### config.mk
export PLATFORM = sky130hd
export DESIGN_NAME = player_link_tx
export DESIGN_NICKNAME = d
export VERILOG_FILES = /design/src/rtl/player_link_tx.sv
export SDC_FILE = /design/constraint.sdc
export NUM_CORES = 1
export LEC_CHECK = 0
export ABC_AREA = 1
export BUFFER_PORTS_ARGS = -buffer_cell sky130_fd_sc_hd__buf_2
export CAP_MARGIN = 20
export CORE_MARGIN = 8
export CORE_UTILIZATION = 43
export DETAILED_ROUTE_END_ITERATION = 12
export GPL_ROUTABILITY_DRIVEN = 0
export GPL_TIMING_DRIVEN = 0
export MAX_ROUTING_LAYER = met4
export PLACE_DENSITY = 0.64
export SYNTH_ARGS = -nofsm -noshare
export SYNTH_HDL_FRONTEND = slang
export SYNTH_SLANG_ARGS = --single-unit
### constraint.sdc
create_clock -name clk -period 1.5 [get_ports clk]
set_input_delay 0.15 -clock clk [delete_from_list [all_inputs] [get_ports clk]]
set_output_delay 0.15 -clock clk [all_outputs]
set_load 0.005 [all_outputs]
### src/rtl/player_link_tx.sv
// player_link_tx: transmit side of the inter-board player link.
// A 3-bit move taken through a valid/ready handshake goes out as one strobe
// frame: the data lines are driven first, then the strobe is raised and
// lowered, then the data is held for a while before the lines return to 000.
// Every output comes straight from a flop, so the strobe cannot glitch and the
// data lines never move on a cycle where the strobe changes.
module player_link_tx #(
  parameter int SETUP_CYCLES = 4,  // cycles of data with strobe low before the rising edge
  parameter int HIGH_CYCLES  = 8,  // cycles the strobe stays high
  parameter int HOLD_CYCLES  = 4,  // cycles of data held after the falling edge
  parameter int CNT_W        = 8   // width of the completed-frame counter
) (
  input  logic             clk,
  input  logic             reset_n,
  input  logic             move_valid,
  input  logic [2:0]       move,
  output logic             move_ready,
  output logic [2:0]       link_data,
  output logic             link_clk,
  output logic             busy,
  output logic [CNT_W-1:0] frame_count
);

  // The phase counter only has to reach the longest phase length minus one.
  localparam int MAX_CYC = (SETUP_CYCLES > HIGH_CYCLES) ?
                           ((SETUP_CYCLES > HOLD_CYCLES) ? SETUP_CYCLES : HOLD_CYCLES) :
                           ((HIGH_CYCLES  > HOLD_CYCLES) ? HIGH_CYCLES  : HOLD_CYCLES);
  localparam int CW = (MAX_CYC > 1) ? $clog2(MAX_CYC) : 1;

  localparam logic [CW-1:0] SETUP_LAST = CW'(SETUP_CYCLES - 1);
  localparam logic [CW-1:0] HIGH_LAST  = CW'(HIGH_CYCLES - 1);
  localparam logic [CW-1:0] HOLD_LAST  = CW'(HOLD_CYCLES - 1);

  typedef enum logic [1:0] {
    IDLE  = 2'd0,
    SETUP = 2'd1,
    HIGH  = 2'd2,
    HOLD  = 2'd3
  } state_t;

  state_t           state_q, state_d;
  logic [CW-1:0]    cnt_q, cnt_d;
  logic [2:0]       link_data_q, link_data_d;
  logic             link_clk_q, link_clk_d;
  logic             move_ready_q, move_ready_d;
  logic             busy_q, busy_d;
  logic [CNT_W-1:0] frame_count_q, frame_count_d;
  logic             accept;

  // A move is taken only when the registered ready is already showing, so the
  // first cycle after reset release never accepts.
  assign accept = move_valid & move_ready_q;

  // Next-state and next-output decode; every output is computed one cycle
  // ahead so it can be registered.
  always_comb begin
    state_d       = state_q;
    cnt_d         = cnt_q + 1'b1;
    link_data_d   = link_data_q;
    link_clk_d    = link_clk_q;
    frame_count_d = frame_count_q;

    case (state_q)
      IDLE: begin
        cnt_d       = '0;
        link_data_d = 3'b000;
        link_clk_d  = 1'b0;
        if (accept) begin
          state_d     = SETUP;
          link_data_d = move;
        end
      end
      SETUP: begin
        if (cnt_q == SETUP_LAST) begin
          state_d    = HIGH;
          cnt_d      = '0;
          link_clk_d = 1'b1;
        end
      end
      HIGH: begin
        if (cnt_q == HIGH_LAST) begin
          state_d    = HOLD;
          cnt_d      = '0;
          link_clk_d = 1'b0;
        end
      end
      HOLD: begin
        if (cnt_q == HOLD_LAST) begin
          state_d       = IDLE;
          cnt_d         = '0;
          link_data_d   = 3'b000;
          frame_count_d = frame_count_q + 1'b1;
        end
      end
      default: begin
        state_d     = IDLE;
        cnt_d       = '0;
        link_data_d = 3'b000;
        link_clk_d  = 1'b0;
      end
    endcase

    // Ready is a decode of the state about to be entered, so it lines up
    // with the registered state; busy is its complement outside reset.
    move_ready_d = (state_d == IDLE);
    busy_d       = ~move_ready_d;
  end

  // State and output registers; reset abandons any frame in flight and does
  // not count it.
  always_ff @(posedge clk) begin
    if (!reset_n) begin
      state_q       <= IDLE;
      cnt_q         <= '0;
      link_data_q   <= 3'b000;
      link_clk_q    <= 1'b0;
      move_ready_q  <= 1'b0;
      busy_q        <= 1'b0;
      frame_count_q <= '0;
    end else begin
      state_q       <= state_d;
      cnt_q         <= cnt_d;
      link_data_q   <= link_data_d;
      link_clk_q    <= link_clk_d;
      move_ready_q  <= move_ready_d;
      busy_q        <= busy_d;
      frame_count_q <= frame_count_d;
    end
  end

  assign move_ready  = move_ready_q;
  assign link_data   = link_data_q;
  assign link_clk    = link_clk_q;
  assign busy        = busy_q;
  assign frame_count = frame_count_q;

endmodule

==> results.json <==
{
  "outcome": "finished clean",
  "p_per_area_nw_per_um2": 806.7,
  "clk_latency_ns": 0.30,
  "pwr-share-comb": 0.071,
  "final_common_cell": "nand2_1",
  "syn_nets": 127,
  "grt_use_total": 0.1050,
  "cp_data_required_time_ns": 1.70,
  "cts_max_level": 1,
  "drive_gt1_frac": 0.2230,
  "ant_nets": 0,
  "grt-ovfl-total": 0,
  "setup_viol": 0,
  "antenna_found_initial": 0,
  "die_height_um": 60.91,
  "fin_crit_sh": 0.9140,
  "grt_max_degree": 12,
  "numPortBuffers": 19,
  "yosys-top-cells-area": "dfxtp_1 44%, nand2_1 13%, ha_1 7.2%, inv_1 6.9%, nor2_1 6.9%",
  "numClockSinks": 19,
  "finalNetCount": 151,
  "final_cell_mix": "30 x nand2_1, 20 x buf_2, 19 x dfxtp_1",
  "end_kind": "flip-flop",
  "p_clk_frac": 0.303,
  "netlist_instances": 116,
  "cpPeakStageDelay_ns": 0.36,
  "switching_share": 0.2375,
  "cellLeakagePower_nw": 0.5153,
  "pwr-share-seq": 0.626,
  "crit_buf_inv": 0,
  "antenna_cells": 0,
  "cts_tree": "done",
  "syn_area_per_cell_um2": 7.475,
  "io_pins": 20,
  "grt_pass1_vias": 695,
  "hold_class": "in -> reg",
  "worstPathMaxFanout": 7,
  "synth-seq-area-share": 0.4387,
  "rsz0062_at_grt": "false",
  "vdd_ir_drop_max_mv": 0.4763,
  "vias": 758,
  "die_w_um": 60.91,
  "critPathArrivalTime_ns": 1.57,
  "hold_viol_final": 0,
  "postCtsHoldBufs": 0,
  "die-area_um2": 3709,
  "tns_ns": 0,
  "critical_path_class": "reg -> reg",
  "p_int_w": 0.0006388,
  "yosysTopAreaCellShare": 0.4387,
  "yosys.area.top_type": "dfxtp_1",
  "post-route-drc-count": 0,
  "wl_per_cell_um": 10.17,
  "finalClockSkew_ns": 0.008617,
  "netSwitchingPower_w": 0.0001990,
  "path_cells": "ha_1 > ha_4 > nand3_4 > nor2_4 > nand3_1 > nand2_1 > nor2_1",
  "drt_pre_antenna_iters": 4,
  "coreArea_um2": 1942,
  "crit_slowest_cell": "dfxtp_1",
  "yosysWarnings": 0,
  "cts_root_buf": "clkbuf_4",
  "cts_buffer_depth": 2,
  "maxSlewViolCount": 0,
  "synth_cell_types": 17,
  "cts_buffers": 3,
  "slew_headroom": 0.8026,
  "stdcell_count": 166,
  "ys_ff_latch": 19,
  "drt-vias-per-instance": 4.566,
  "critPathTopFamily": "simple AND/OR/NAND/NOR gates",
  "std_cell_rows": 16,
  "max_freq_ghz": 0.7294,
  "grt_first_pass_wirelength_mm": 2.849,
  "netlist_area_um2": 867.1,
  "hpwl_mm": 1.351,
  "routed_wl_mm": 1.688,
  "dr.first_iter.drc_count": 8,
  "initial_utilization": 0.4465,
  "maxCapViolations": 0,
  "worst_pin_slew_ns": 0.2957,
  "clkTransAtPathRegs_ns": 0.11,
  "start_kind": "flip-flop",
  "dp_cells": 162,
  "fin_total_pwr_w": 0.0008377,
  "area_delta_synth_final_pct": 19.77,
  "fillers": 194,
  "fin_crit_ns": 1.371
}
[power by group through the flow]
stage | Clock, W | Combinational [W] | Sequential (W)
finish | 0.000254 | 0.0000596 | 0.000524
global route | 0.000296 | 0.0000687 | 0.000526
CTS | 0.000270 | 0.0000610 | 0.000525
detailed placement | 0 | 0.0000608 | 0.000536
global placement | 0 | 0.0000594 | 0.000536
floorplan | 0 | 0.0000357 | 0.000536
[cell families (layout without fill, tap and decap cells)]
| group | Yosys count | after routing | share of synthesized area |
|---|---|---|---|
| simple gates | 63 | 63 | 0.3362 |
| flops | 19 | 19 | 0.4387 |
| buf+inv | 17 | 40 | 0.07503 |
| compound gates | 11 | 11 | 0.06781 |
| fa+ha+maj | 5 | 5 | 0.07215 |
| xor+xnor | 1 | 1 | 0.01010 |
[worst register-to-register path: cells and delay by family (launching register included)]
| kind | cells | cell delay [ns] |
|---|---|---|
| adders and majority gates | 2 | 0.43 |
| DFF | 1 | 0.36 |
| and+or+nand+nor | 5 | 0.50 |
[metrics by stage]
stage	cell area (µm²)	hold slack, ns	utilization	setup WS (ns)
after floorplan	867.1	0.2973	-	0.1978
after detailed placement	996.0	0.4126	0.5129	0.03704
final	1039	0.09864	0.5348	0.1291
after global routing	1039	0.08868	0.5348	0.02620
after CTS	1023	0.08755	0.5271	0.01636
after global placement	996.0	0.4045	0.5129	0.09522
[registers in the layout (all words and copies together), names as in the netlist]
| name | count |
|---|---|
| move_ready | 1 |
| busy | 1 |
| cnt_q | 3 |
| link_clk | 1 |
| link_data | 3 |
| state_q | 2 |
| frame_count | 8 |
[cells in the mapped netlist]
library cell   n
inv_1         16
or2_1          1
a21oi_1        9
nand3_1        9
nand3_4        1
nor3b_1        1
ha_1           5
xor2_1         1
o21ai_0        1
nand4_1        1
buf_2          1
nor3_2         1
nor2_1        16
nand2_1       31
nor2_4         2
a21oi_2        1
dfxtp_1       19
[path summary, 6_finish.rpt]
| kind | from | to | slack, ns | depth (start not counted) |
|---|---|---|---|---|
| worst max register to register | cnt_q[0]$_SDFF_PN0_ | frame_count[5]$_SDFFE_PN0P_ | 0.13 | 7 |
| worst min register to register | cnt_q[0]$_SDFF_PN0_ | cnt_q[0]$_SDFF_PN0_ | 0.44 | 1 |
| worst min-delay path | move[0] | link_data[0]$_SDFFE_PN0P_ | 0.1 | 3 |
| worst max-delay path | cnt_q[0]$_SDFF_PN0_ | frame_count[5]$_SDFFE_PN0P_ | 0.13 | 7 |
[timing repair]
action / CTS / global route
endpoints found under the setup margin: 0 / 8
gates resized for setup: 0 / 3
buffers inserted: 0 / 0
[area by class of cell]
class	count	area [µm²]	share of cell area
Timing Repair Buffer	19	95.09	0.09157
Sequential cell	19	380.4	0.3663
Tap cell	27	33.78	0.03253
Clock buffer	3	22.52	0.02169
Buffer	1	5.005	0.004819
Multi-Input combinational cell	80	436.7	0.4205
Clock inverter	1	5.005	0.004819
Inverter	16	60.06	0.05783
[per-layer routing]
layer / GRT usage / wire length (µm) / share of wire
met1: 0.1169 / 749 / 0.44
met2: 0.1674 / 821 / 0.49
met3: 0.02542 / 81 / 0.048
met4: 0.05980 / 35 / 0.021
met5: - / 0 / 0
(Power assumes the default switching activity.)
